===== src/rtl/arb_pkg.sv =====
// Shared types for the round-robin lock arbiter.
// Holds the arbiter FSM state encoding so checkers can decode it by name.
package arb_pkg;

   typedef enum logic {
      ARB_IDLE = 1'b0,
      ARB_BUSY = 1'b1
   } arb_state_e;

endpackage


===== src/rtl/rr_pick.sv =====
// Combinational rotating-priority pick: lowest set req index at or after ptr, wrapping.
// The upper copy of req is unmasked, so a miss above ptr falls through to the wrapped winner.
module rr_pick #(
   parameter int N = 4
) (
   input  logic [N-1:0]         req,
   input  logic [$clog2(N)-1:0] ptr,
   output logic                 any,
   output logic [$clog2(N)-1:0] idx
);

   localparam int IW = $clog2(N);
   localparam int PW = IW + 1;

   logic [N-1:0]   hi_mask;
   logic [2*N-1:0] dbl;
   logic [PW-1:0]  pos;

   always_comb begin
      hi_mask = '0;
      for (int i = 0; i < N; i++) begin
         hi_mask[i] = (i >= int'(ptr));
      end
      dbl = {req, req & hi_mask};
      pos = '0;
      // Scan downward so the last hit is the lowest set bit.
      for (int i = 2 * N - 1; i >= 0; i--) begin
         if (dbl[i]) begin
            pos = PW'(i);
         end
      end
      any = |req;
      // N is a power of two, so dropping the top bit is the mod-N wrap.
      idx = pos[IW-1:0];
   end

endmodule


===== src/rtl/rr_lock_arbiter.sv =====
// Round-robin arbiter that locks a grant until done, request drop or MAX_HOLD expiry.
// Every grant is followed by at least one idle cycle before the next one.
module rr_lock_arbiter
   import arb_pkg::*;
#(
   parameter int N        = 4,
   parameter int MAX_HOLD = 8
) (
   input  logic                 clock,
   input  logic                 reset,
   input  logic                 en,
   input  logic [N-1:0]         req,
   input  logic [N-1:0]         done,
   output logic [N-1:0]         gnt,
   output logic                 gnt_valid,
   output logic [$clog2(N)-1:0] gnt_id,
   output logic                 timeout,
   output logic [$clog2(N)-1:0] ptr
);

   // Handshake: req is a level held for as long as the requester wants the resource;
   // gnt is registered and appears one cycle after an idle-state pick; the owner
   // keeps it until it pulses done[gnt_id] or drops req[gnt_id]; done and req
   // changes on any other bit are ignored while the grant is held.

   localparam int IW          = $clog2(N);
   localparam int HCW         = (MAX_HOLD > 0) ? $clog2(MAX_HOLD + 1) : 1;
   localparam int HOLD_LAST_I = (MAX_HOLD > 0) ? MAX_HOLD - 1 : 0;
   localparam logic [HCW-1:0] HOLD_LAST = HCW'(HOLD_LAST_I);

   arb_state_e     state;
   logic [HCW-1:0] hold_cnt;

   logic           pick_any;
   logic [IW-1:0]  pick_idx;

   logic           rel_done;
   logic           rel_drop;
   logic           rel_max;
   logic           release_now;

   rr_pick #(
      .N(N)
   ) u_pick (
      .req(req),
      .ptr(ptr),
      .any(pick_any),
      .idx(pick_idx)
   );

   always_comb begin
      rel_done    = done[gnt_id];
      rel_drop    = !req[gnt_id];
      rel_max     = (MAX_HOLD != 0) && (hold_cnt == HOLD_LAST);
      release_now = rel_done || rel_drop || rel_max;
   end

   assign gnt_valid = |gnt;

   always_ff @(posedge clock or posedge reset) begin
      if (reset) begin
         state    <= ARB_IDLE;
         gnt      <= '0;
         gnt_id   <= '0;
         timeout  <= 1'b0;
         ptr      <= '0;
         hold_cnt <= '0;
      end else begin
         timeout <= 1'b0;
         case (state)
            ARB_IDLE: begin
               if (en && pick_any) begin
                  state    <= ARB_BUSY;
                  gnt      <= N'(1) << pick_idx;
                  gnt_id   <= pick_idx;
                  ptr      <= pick_idx + IW'(1);
                  hold_cnt <= '0;
               end
            end
            ARB_BUSY: begin
               if (release_now) begin
                  state    <= ARB_IDLE;
                  gnt      <= '0;
                  gnt_id   <= '0;
                  hold_cnt <= '0;
                  // Only a pure expiry counts as a forced release.
                  timeout  <= rel_max && !rel_done && !rel_drop;
               end else if (hold_cnt != '1) begin
                  hold_cnt <= hold_cnt + HCW'(1);
               end
            end
            default: begin
               state <= ARB_IDLE;
               gnt   <= '0;
            end
         endcase
      end
   end

endmodule


===== config.mk =====
export PLATFORM = sky130hd
export DESIGN_NAME = rr_lock_arbiter
export DESIGN_NICKNAME = d
export VERILOG_FILES = /design/src/rtl/arb_pkg.sv /design/src/rtl/rr_pick.sv /design/src/rtl/rr_lock_arbiter.sv
export SDC_FILE = /design/constraint.sdc
export NUM_CORES = 1
export LEC_CHECK = 0
export BUFFER_PORTS_ARGS = -buffer_cell sky130_fd_sc_hd__buf_2
export CAP_MARGIN = 40
export CORE_MARGIN = 1.5
export CORE_UTILIZATION = 39
export CTS_CLUSTER_DIAMETER = 100
export CTS_CLUSTER_SIZE = 20
export DETAILED_ROUTE_END_ITERATION = 10
export GPL_ROUTABILITY_DRIVEN = 0
export SLEW_MARGIN = 25
export SYNTH_ARGS = -nofsm -noshare
export SYNTH_HDL_FRONTEND = slang
export SYNTH_SLANG_ARGS = --single-unit

===== constraint.sdc =====
create_clock -name clock -period 1.9 [get_ports clock]
set_input_delay 0.095 -clock clock [delete_from_list [all_inputs] [get_ports clock]]
set_output_delay 0.095 -clock clock [all_outputs]
set_load 0.005 [all_outputs]

### Yosys cells after proc, flatten, opt, wreduce, memory -nomap -nowiden

Cells that the tools add are included.

| storage, ports and cells | value |
|---|---|
| register bits | 14 |
| input port bits | 11 |
| output and inout bits | 10 |
| word-level logic and storage cells | 59 |

| operators by class | value |
|---|---|
| add/subtract/negate cells | 2 |
| $lt $le $gt $ge | 4 |
| equal/unequal tests | 5 |
| shifts and indexed selects | 1 |
| mux-type cells | 27 |
| bitwise logic cells | 2 |
| reduce and logical (&&, ||, !) cells | 12 |

Operators by type and width:

| operator | number |
|---|---|
| $mux W2 | 10 |
| $mux W4 | 5 |
| $pmux W4 S2 | 2 |
| $reduce_or A4 Y1 | 2 |
| $mux W1 | 6 |
| $reduce_and A2 Y1 | 3 |
| $add A4 B1 Y4 const B | 1 |
| $and A4 B4 Y4 | 1 |
| $bmux W1 S2 | 2 |
| $eq A4 B3 Y1 const B | 1 |
| $ge A1 B2 Y1 const A | 2 |
| $ne A4 B4 Y1 const B | 1 |
| $pmux W2 S2 | 1 |
| $shl A1 B2 Y4 const A | 1 |
| $logic_and A1 B1 Y1 | 3 |
| $lt A2 B3 Y1 const B | 1 |
| $ne A3 B1 Y1 const B | 1 |
| $add A2 B1 Y2 const B | 1 |
| $ge A2 B2 Y1 const A | 1 |
| $logic_not A1 Y1 | 2 |
| $logic_or A1 B1 Y1 | 2 |
| $ne A2 B1 Y1 const B | 1 |
| $ne A2 B2 Y1 const B | 1 |
| $pmux W1 S2 | 1 |
| $not A1 Y1 | 1 |

### Logic depth before layout (Yosys ltp)

Gate-level depths: netlist of the first run.

| logic depth | value |
|---|---|
| depth after elaboration | 11 |
| gate-level depth with buffers | 6 |
| gate-level depth less buffers | 6 |

### Cells and area by module

From an unflattened synthesis of the first run, not the netlist that was laid out.

| second synthesis, totals | value |
|---|---|
| cells, all modules | 75 |
| area, all modules | 847.1 um^2 |

By module, submodules not included:

| module | times used | cells each | area an instance (um^2) | sequential area each (um^2) |
|---|---|---|---|---|
| rr_lock_arbiter | 1 | 63 | 769.5 | 350.3 |
| rr_pick | 1 | 12 | 77.6 | 0.0 |

### Worst setup path after synthesis of the first run

Ideal clock, no wire load.

| timing | value |
|---|---|
| path kind | register to register |
| start point | register ptr[0] |
| end point | register gnt[2] |
| data arrival time | 1.353 ns |
| required time | 1.779 ns |
| setup slack | 0.426 ns |
| stages on the path, launching flop included | 7 |
| buffers on the path | 0 |
| clock period less this slack | 1.474 ns |
| cells stage by stage | dfrtp_1 -> nor2b_1 -> a21o_1 -> a211oi_4 -> inv_2 -> ha_1 -> a22o_1 |

| on the way | value |
|---|---|
| word-level cells in the longest chain between the ends | 8 |
| elaborated cells on any way between the ends | 10 |
| classes of those cells | order compare (3); shift (1); mux (5); bitwise (1) |

RTL lines:

| what | line | source |
|---|---|---|
| start: declaration | rr_lock_arbiter.sv:18 | `output logic [$clog2(N)-1:0] ptr` |
| start signal: assignment | rr_lock_arbiter.sv:76 | `ptr <= pick_idx + IW'(1);` |
| $ge A2 B2 Y1 | rr_pick.sv:22 | `hi_mask[i] = (i >= int'(ptr));` |
| $and A4 B4 Y4 * | rr_pick.sv:24 | `dbl = {req, req & hi_mask};` |
| $mux W2 (2 in a row) | rr_pick.sv:28 | `if (dbl[i]) begin` |
| $mux W2 * | rr_pick.sv:28 |  |
| $shl A1 B2 Y4 * | rr_lock_arbiter.sv:74 | `gnt <= N'(1) << pick_idx;` |
| $mux W4 * | rr_lock_arbiter.sv:72 | `if (en && pick_any) begin` |
| $pmux W4 S2 * | rr_lock_arbiter.sv:70 | `case (state)` |
| end signal: assignment | rr_lock_arbiter.sv:74 |  |
| end: declaration | rr_lock_arbiter.sv:14 | `output logic [N-1:0] gnt,` |

Mark *: on every way between the ends. The rest lies on a longest branch, timed or not. The select of a mux whose other input is x is not followed.
A chain may end at the register's enable or synchronous reset.

### Worst setup path after layout of the first run

| timing | value |
|---|---|
| start point | register ptr[1] |
| end point | register gnt[2] |

The elaborated chain is that of the path after synthesis.

==> results by group, run 1 <==
CTS
  • Clk pin slew, worst setup/hold paths: 0.09 ns
  • Post-CTS resize count: 0
  • CTS Sinks: 14
  • Root Driver: clkbuf_4
  • Setup Fix Bufs, Post-CTS: 0
  • H-tree depth: 1
  • TritonCTS clock tree: yes
  • TritonCTS Buffers: 3
  • Post-CTS Hold Fix Bufs: 1
  • Clock latency on the worst-skew pair: about 0.27 ns
  • Clock Path Buffers: 2

Timing
  • Worst-margin pin slew: ~0.6 ns
  • Endpoints failing setup: 0
  • Setup TNS: 0 ns
  • Max Slew Vio Count: 0
  • Tcrit/Tclk final: ~84%
  • Slew margin rel.: about three fifths
  • FMAX: 626.9 MHz
  • Clock Skew: 0.007778 ns
  • Hold Vio Cnt, Final: 0
  • Fin crit period: ~1.6 ns
  • RSZ-0062 raised after global routing: no

Pwr
  • Pleak: just under 0.5 nW
  • Sw Pwr: between 0.0004 and 0.0005 W
  • Sw frac: 39.33%
  • Combinational power share: a little under half
  • Internal power: 0.0007638 W
  • Clock power share: 13.3%
  • Reg power frac: between 40% and 50%
  • Peak VDD IR: between 700 and 800 µV
  • Pwr Density: between 1000 and 1500 nW/µm²

Synthesis
  • Post-synthesis compound-gate area fraction: approximately 31%
  • Ys flop type: dfrtp_1
  • Yosys Warn Count: 0
  • Post-Synthesis Cells: 72
  • Synthesized area per cell: approximately 11 µm²
  • XOR/XNOR Fraction of Synth Area: 0%
  • Simple-gate share of the synthesized area: between 10% and 20%
  • Mux contribution to synthesized area: 0%
  • Seq cells post-synth: 14
  • Combinational family with the most area after synthesis: compound AO/OA/AOI/OAI gates
  • Post-synthesis async set-or-reset flop share: 100.0%
  • Sequential fraction of the synthesis area: between 40 and 50%
  • Post-synthesis cell type count: 31
  • Adder-cell share of the synthesized area: approximately 4.7%
  • Cell Area, Synth: about 800 µm²
  • Net Count, Synth: 86
  • Number of flops mapped to enable cells by yosys: 0

Global routing
  • Largest net degree at the start of global routing: 15
  • Initial antenna violation count: 0
  • M2 GR Usage: a little over a fifth
  • First-pass GRT wire length: 2.704 mm
  • GR Overflow Total: 0
  • Total track usage: between 10% and 20%
  • GRT met3 Usage: between 4 and 5%
  • Number of global-route vias before repair: between 500 and 600
  • GRT met1 Usage: a little over a fifth
  • GR peak layer: met1

Drt
  • Final ANT Viol Nets: 0
  • Number of DRC markers in iteration 0: 8
  • WL final: about 1.6 mm
  • Remaining DRCs: 0
  • DR WL/cell: about 13 µm
  • Drt pass-1 iters: 4
  • Vias after detailed routing: 645
  • Vias per cell: roughly 5.2

Floorplan
  • DIE WIDTH: approximately 48 µm
  • Std-Cell Rows: 16
  • I/O pin total: 21
  • Core area: 1942 µm²
  • Die area: about 2300 µm²
  • Initial Util: between 40% and 50%
  • Die Y: ~48 µm

Layout
  • Share of layout cells above drive strength 1: 37.11%
  • ANT cells: 0
  • Nets: ~110
  • Layout area overhead: 21.68%
  • Commonest cells after routing, fill and taps aside: buf_2, dfrtp_1, nor2_1
  • Commonest non-fill, non-tap cell in the layout: buf_2
  • Non-filler cells, final: 124
  • Filler Cells Inserted: approximately 200

Worst setup path
  • Crit start category: register
  • CP Data Required Time: a little over 2 ns
  • Setup CP Type: reg2reg
  • Critical path data arrival time: ~1.8 ns
  • Crit Path Max Fanout: 6
  • Critical Path End Type: register

Placed design
  • Hpwl dp: 1.192 mm
  • Buffers on Ports: 20
  • Placed Cells: 120

Hold path
  • Hold Crit Class: in2reg

Flow run
  • Max-Cap Viols: 0

Run status
  • Run status: finished clean
synth_stat cells (2+ instances only):
master	number	area, µm²
dfrtp_1	14	350.3
nor2_1	6	22.52
nand2b_1	5	31.28
a21oi_1	4	20.02
inv_1	4	15.01
a21o_1	3	22.52
a22o_1	3	26.28
ha_1	3	37.54
nand2_1	3	11.26
nor2b_1	3	18.77
a32o_1	2	20.02
inv_2	2	7.510
o41ai_2	2	32.53
critical path, stage by stage, from the launching register on:
cell     delay (ns)
dfrtp_1        0.49
a21oi_1        0.12
o32ai_2        0.35
inv_1          0.13
ha_1           0.20
a22o_1         0.20
through the flow:
stage / instance area [µm²] / power, W / util (%) / setup WS (ns) / hold WS [ns]
final: 975.9 / 0.001259 / 50.26 / 0.3049 / 0.09893
after global placement: 943.4 / 0.001098 / 48.58 / 0.3100 / 0.1676
after CTS: 975.9 / 0.001269 / 50.26 / 0.2960 / 0.09797
after detailed placement: 943.4 / 0.001102 / 48.58 / 0.3124 / 0.1677
after floorplan: 802.0 / 0.0008956 / - / 0.4264 / -0.01578
after global routing: 975.9 / 0.001359 / 50.26 / 0.1951 / 0.09377
state kept, by name (all words and copies together) (netlist names):
name	count
ptr	2
gnt_id	2
state	1
hold_cnt	4
gnt	4
timeout	1
area by class of cell:
type	count	area, µm²	area share, %
Clock buffer	3	22.52	2.308
Inverter	6	22.52	2.308
Multi-Input combinational cell	52	429.2	43.97
Sequential cell	14	350.3	35.90
Tap cell	27	33.78	3.462
Timing Repair Buffer	22	117.6	12.05
cells by family (layout without fill, tap and decap cells):
group | Yosys count | count (layout)
AND/OR/NAND/NOR | 25 | 25
adder cells (fa/ha/maj) | 3 | 3
buffers and inverters | 6 | 31
flip-flops | 14 | 14
AO/OA/AOI/OAI | 24 | 24
worst paths after layout:
check | start | end | slack [ns] | cells after the start
max | ptr[1]$_DFFE_PP0P_ | gnt[2]$_DFFE_PP0P_ | 0.30 | 5
min | en | state$_DFF_PP0_ | 0.1 | 3
max reg2reg | ptr[1]$_DFFE_PP0P_ | gnt[2]$_DFFE_PP0P_ | 0.30 | 5
min reg2reg | hold_cnt[3]$_DFFE_PP0P_ | timeout$_DFF_PP0_ | 0.51 | 1
max in group asynchronous | reset | gnt[1]$_DFFE_PP0P_ | 1.16 | 3
min in group asynchronous | reset | hold_cnt[2]$_DFFE_PP0P_ | 0.39 | 3
power by group through the flow:
| stage | Combinational (W) | Clock, W | Sequential [W] |
|---|---|---|---|
| after detailed placement | 0.000580 | 0 | 0.000521 |
| after floorplan | 0.000388 | 0 | 0.000508 |
| after global placement | 0.000581 | 0 | 0.000516 |
| final | 0.000576 | 0.000167 | 0.000516 |
| after global routing | 0.000641 | 0.000183 | 0.000534 |
| after CTS | 0.000585 | 0.000168 | 0.000516 |
routing by layer:
metal	up-vias	part of all wire, %
li1	320	-
met1	304	51
met2	19	42
met3	2	6.5
met4	0	0.83
met5	-	0
No activity file was read; power rests on OpenSTA's default activity.
==> run 2, diff against run 1 <==
- clock period: 1.9 -> 1.4 ns (I/O delays scaled with it)
==> run 2 against run 1 <==
  * The flow now finishes with violations (setup timing)
  * Clock skew up 0.0046 ns
  * Clock power up 49%
  * Highest routed layer unchanged
  * Register-to-register slack worse by 0.36 ns
==> results by group, run 2 (synthesis gave the netlist of run 1 again) <==
Floorplan
  • Std-Cell Rows: 16
  • Core area: 1942 µm²
  • Die area: about 2300 µm²
  • DIE WIDTH: roughly 48 µm
  • Die Y: 48.35 µm
  • Initial Util: approximately 41%
  • I/O pin total: 21

Worst setup path
  • Critical Path End Type: register
  • Critical Path Max Stage Delay: 0.41 ns
  • Crit-path cells: nor2b_2 -> a21o_1 -> a211oi_4 -> inv_2 -> ha_4 -> a22o_1
  • Crit start category: register
  • Critical path data arrival time: about 1.6 ns
  • Worst Reg-to-Reg Cells: 6
  • Setup CP Type: reg2reg
  • CP Data Required Time: roughly 1.6 ns
  • Worst reg-to-reg setup slack: -0.06 ns
  • CP max stage cell: dfrtp_1
  • R2R Path Start: ptr[0]$_DFFE_PP0P_
  • Critical R2R Capture: gnt[2]$_DFFE_PP0P_
  • Crit Path Max Fanout: 3

Drt
  • DR WL/cell: 13.84 µm
  • WL final: 1.924 mm
  • Final ANT Viol Nets: 0
  • Vias per cell: between 5 and 6
  • Drt pass-1 iters: 4
  • Vias after detailed routing: around 730
  • Number of DRC markers in iteration 0: 13
  • Remaining DRCs: 0

Global routing
  • Number of global-route vias before repair: 700
  • First-pass GRT wire length: between 3 and 4 mm
  • Total track usage: approximately 18%
  • Largest net degree at the start of global routing: 15
  • Initial antenna violation count: 0
  • GR Overflow Total: 0

Timing
  • Hold Vio Cnt, Final: 0
  • Worst-margin pin slew: 0.5442 ns
  • Slew margin rel.: 63.68%
  • RSZ-0062 raised after global routing: yes
  • Worst setup margin: -0.05905 ns
  • Setup TNS: -0.2452 ns
  • Tcrit/Tclk final: 104.2%
  • FMAX: roughly 700 MHz
  • Endpoints failing setup: 10
  • Max Slew Vio Count: 0
  • Clock Skew: between 0.01 and 0.015 ns
  • Fin crit period: roughly 1.5 ns

Pwr
  • Combinational power share: a little under three fifths
  • Clock power share: 11.7%
  • Sw Pwr: approximately 0.00082 W
  • Pwr Density: ~1800 nW/µm²
  • Internal power: approximately 0.0013 W
  • Peak VDD IR: 919.1 µV
  • Pleak: about 0.59 nW
  • Reg power frac: between 30% and 40%
  • Sw frac: roughly two fifths

Run status
  • Failing checks: setup timing
  • Run status: finished with violations

Layout
  • Nets: about 130
  • Share of layout cells above drive strength 1: 58.93%
  • Layout area overhead: 48.05%
  • Biggest regs: gnt: 4 flops, hold_cnt: 4 flops
  • Filler Cells Inserted: between 150 and 200
  • ANT cells: 0
  • Commonest non-fill, non-tap cell in the layout: buf_2
  • Commonest cells after routing, fill and taps aside: buf_2, buf_4, dfrtp_1

Hold path
  • Hold depth: 3
  • Hold Crit Class: in2reg
  • Hold Path Sink: state$_DFF_PP0_
  • Min-delay src: en

CTS
  • Clock latency on the worst-skew pair: 0.28 ns
  • Clock Path Buffers: 2
  • TritonCTS clock tree: yes
  • Clk pin slew, worst setup/hold paths: 0.10 ns
  • CTS Sinks: 14
  • TritonCTS Buffers: 3
  • Root Driver: clkbuf_4
  • H-tree depth: 1

Placed design
  • Hpwl dp: 1.296 mm
  • Dpl ws: -0.04603 ns
  • Buffers on Ports: 20

Flow run
  • Max-Cap Viols: 0
## run 2: cell types whose count changed in the layout (fill, tap and decap cells not counted), sizes merged
cell	delta
clkbuf	+1
buf	+14
## run 2: repair_timing
item / CTS / global route
pin swaps: 9 / 4
hold buffers: 1 / 0
hold endpoints to repair: 14 / 0
setup endpoints to repair: 12 / 15
setup buffers: 4 / 3
resized for setup: 9 / 9
## run 2: metal layers
metal	track usage [%]	up-vias	wire, µm
li1	-	349	-
met1	25.86	355	872
met2	27.78	26	924
met3	1.852	2	104
met4	10.00	0	23
met5	0	-	0
## run 2: layout make-up
class,instances,area (µm²),share of cell area (%)
sequential,14,352.8,29.72
timing repair buffer,36,226.5,19.07
inverter,6,22.52,1.897
multi-input combinational,52,525.5,44.26
tap,27,33.78,2.845
clock buffer,4,26.28,2.213
## run 2: power groups by stage
stage | logic, W | registers, W | clock network [W]
after global routing | 0.00129 | 0.000730 | 0.000279
after CTS | 0.00106 | 0.000696 | 0.000255
after detailed placement | 0.000935 | 0.000700 | 0
after global placement | 0.000937 | 0.000690 | 0
final | 0.00118 | 0.000707 | 0.000249
after floorplan | 0.000553 | 0.000700 | 0
## run 2: through the flow
stage	utilization, %	area [µm²]	hold WS, ns	cells	total power (W)
global placement	52.19	1013	0.1397	127	0.001627
detailed placement	52.19	1013	0.1442	127	0.001634
CTS	58.18	1130	0.07546	136	0.002016
finish	61.15	1187	0.1003	139	0.002133
global route	61.15	1187	0.07913	139	0.002299
floorplan	-	819.5	-0.04085	72	0.001253
## run 2: worst max-delay path, delay by kind of cell, from the launching register on
kind                       cells  cell delay (ns)
AOI/OAI and AO/OA              3             0.65
DFF                            1             0.41
buffers and inverters          1             0.08
adders and majority gates      1             0.16
and+or+nand+nor                1             0.06
## run 2: how the worst max path moves through the flow
stage | slack (ns) | end | startpoint
after floorplan | -0.01 | gnt[2]$_DFFE_PP0P_ | ptr[0]$_DFFE_PP0P_
after global placement | -0.06 | gnt_id[0]$_DFFE_PP0P_ | gnt_id[0]$_DFFE_PP0P_
after detailed placement | -0.05 | gnt_id[0]$_DFFE_PP0P_ | gnt_id[0]$_DFFE_PP0P_
after CTS | -0.07 | gnt_id[0]$_DFFE_PP0P_ | gnt_id[0]$_DFFE_PP0P_
after global routing | -0.12 | gnt[1]$_DFFE_PP0P_ | gnt_id[0]$_DFFE_PP0P_
final | -0.06 | gnt[2]$_DFFE_PP0P_ | ptr[0]$_DFFE_PP0P_
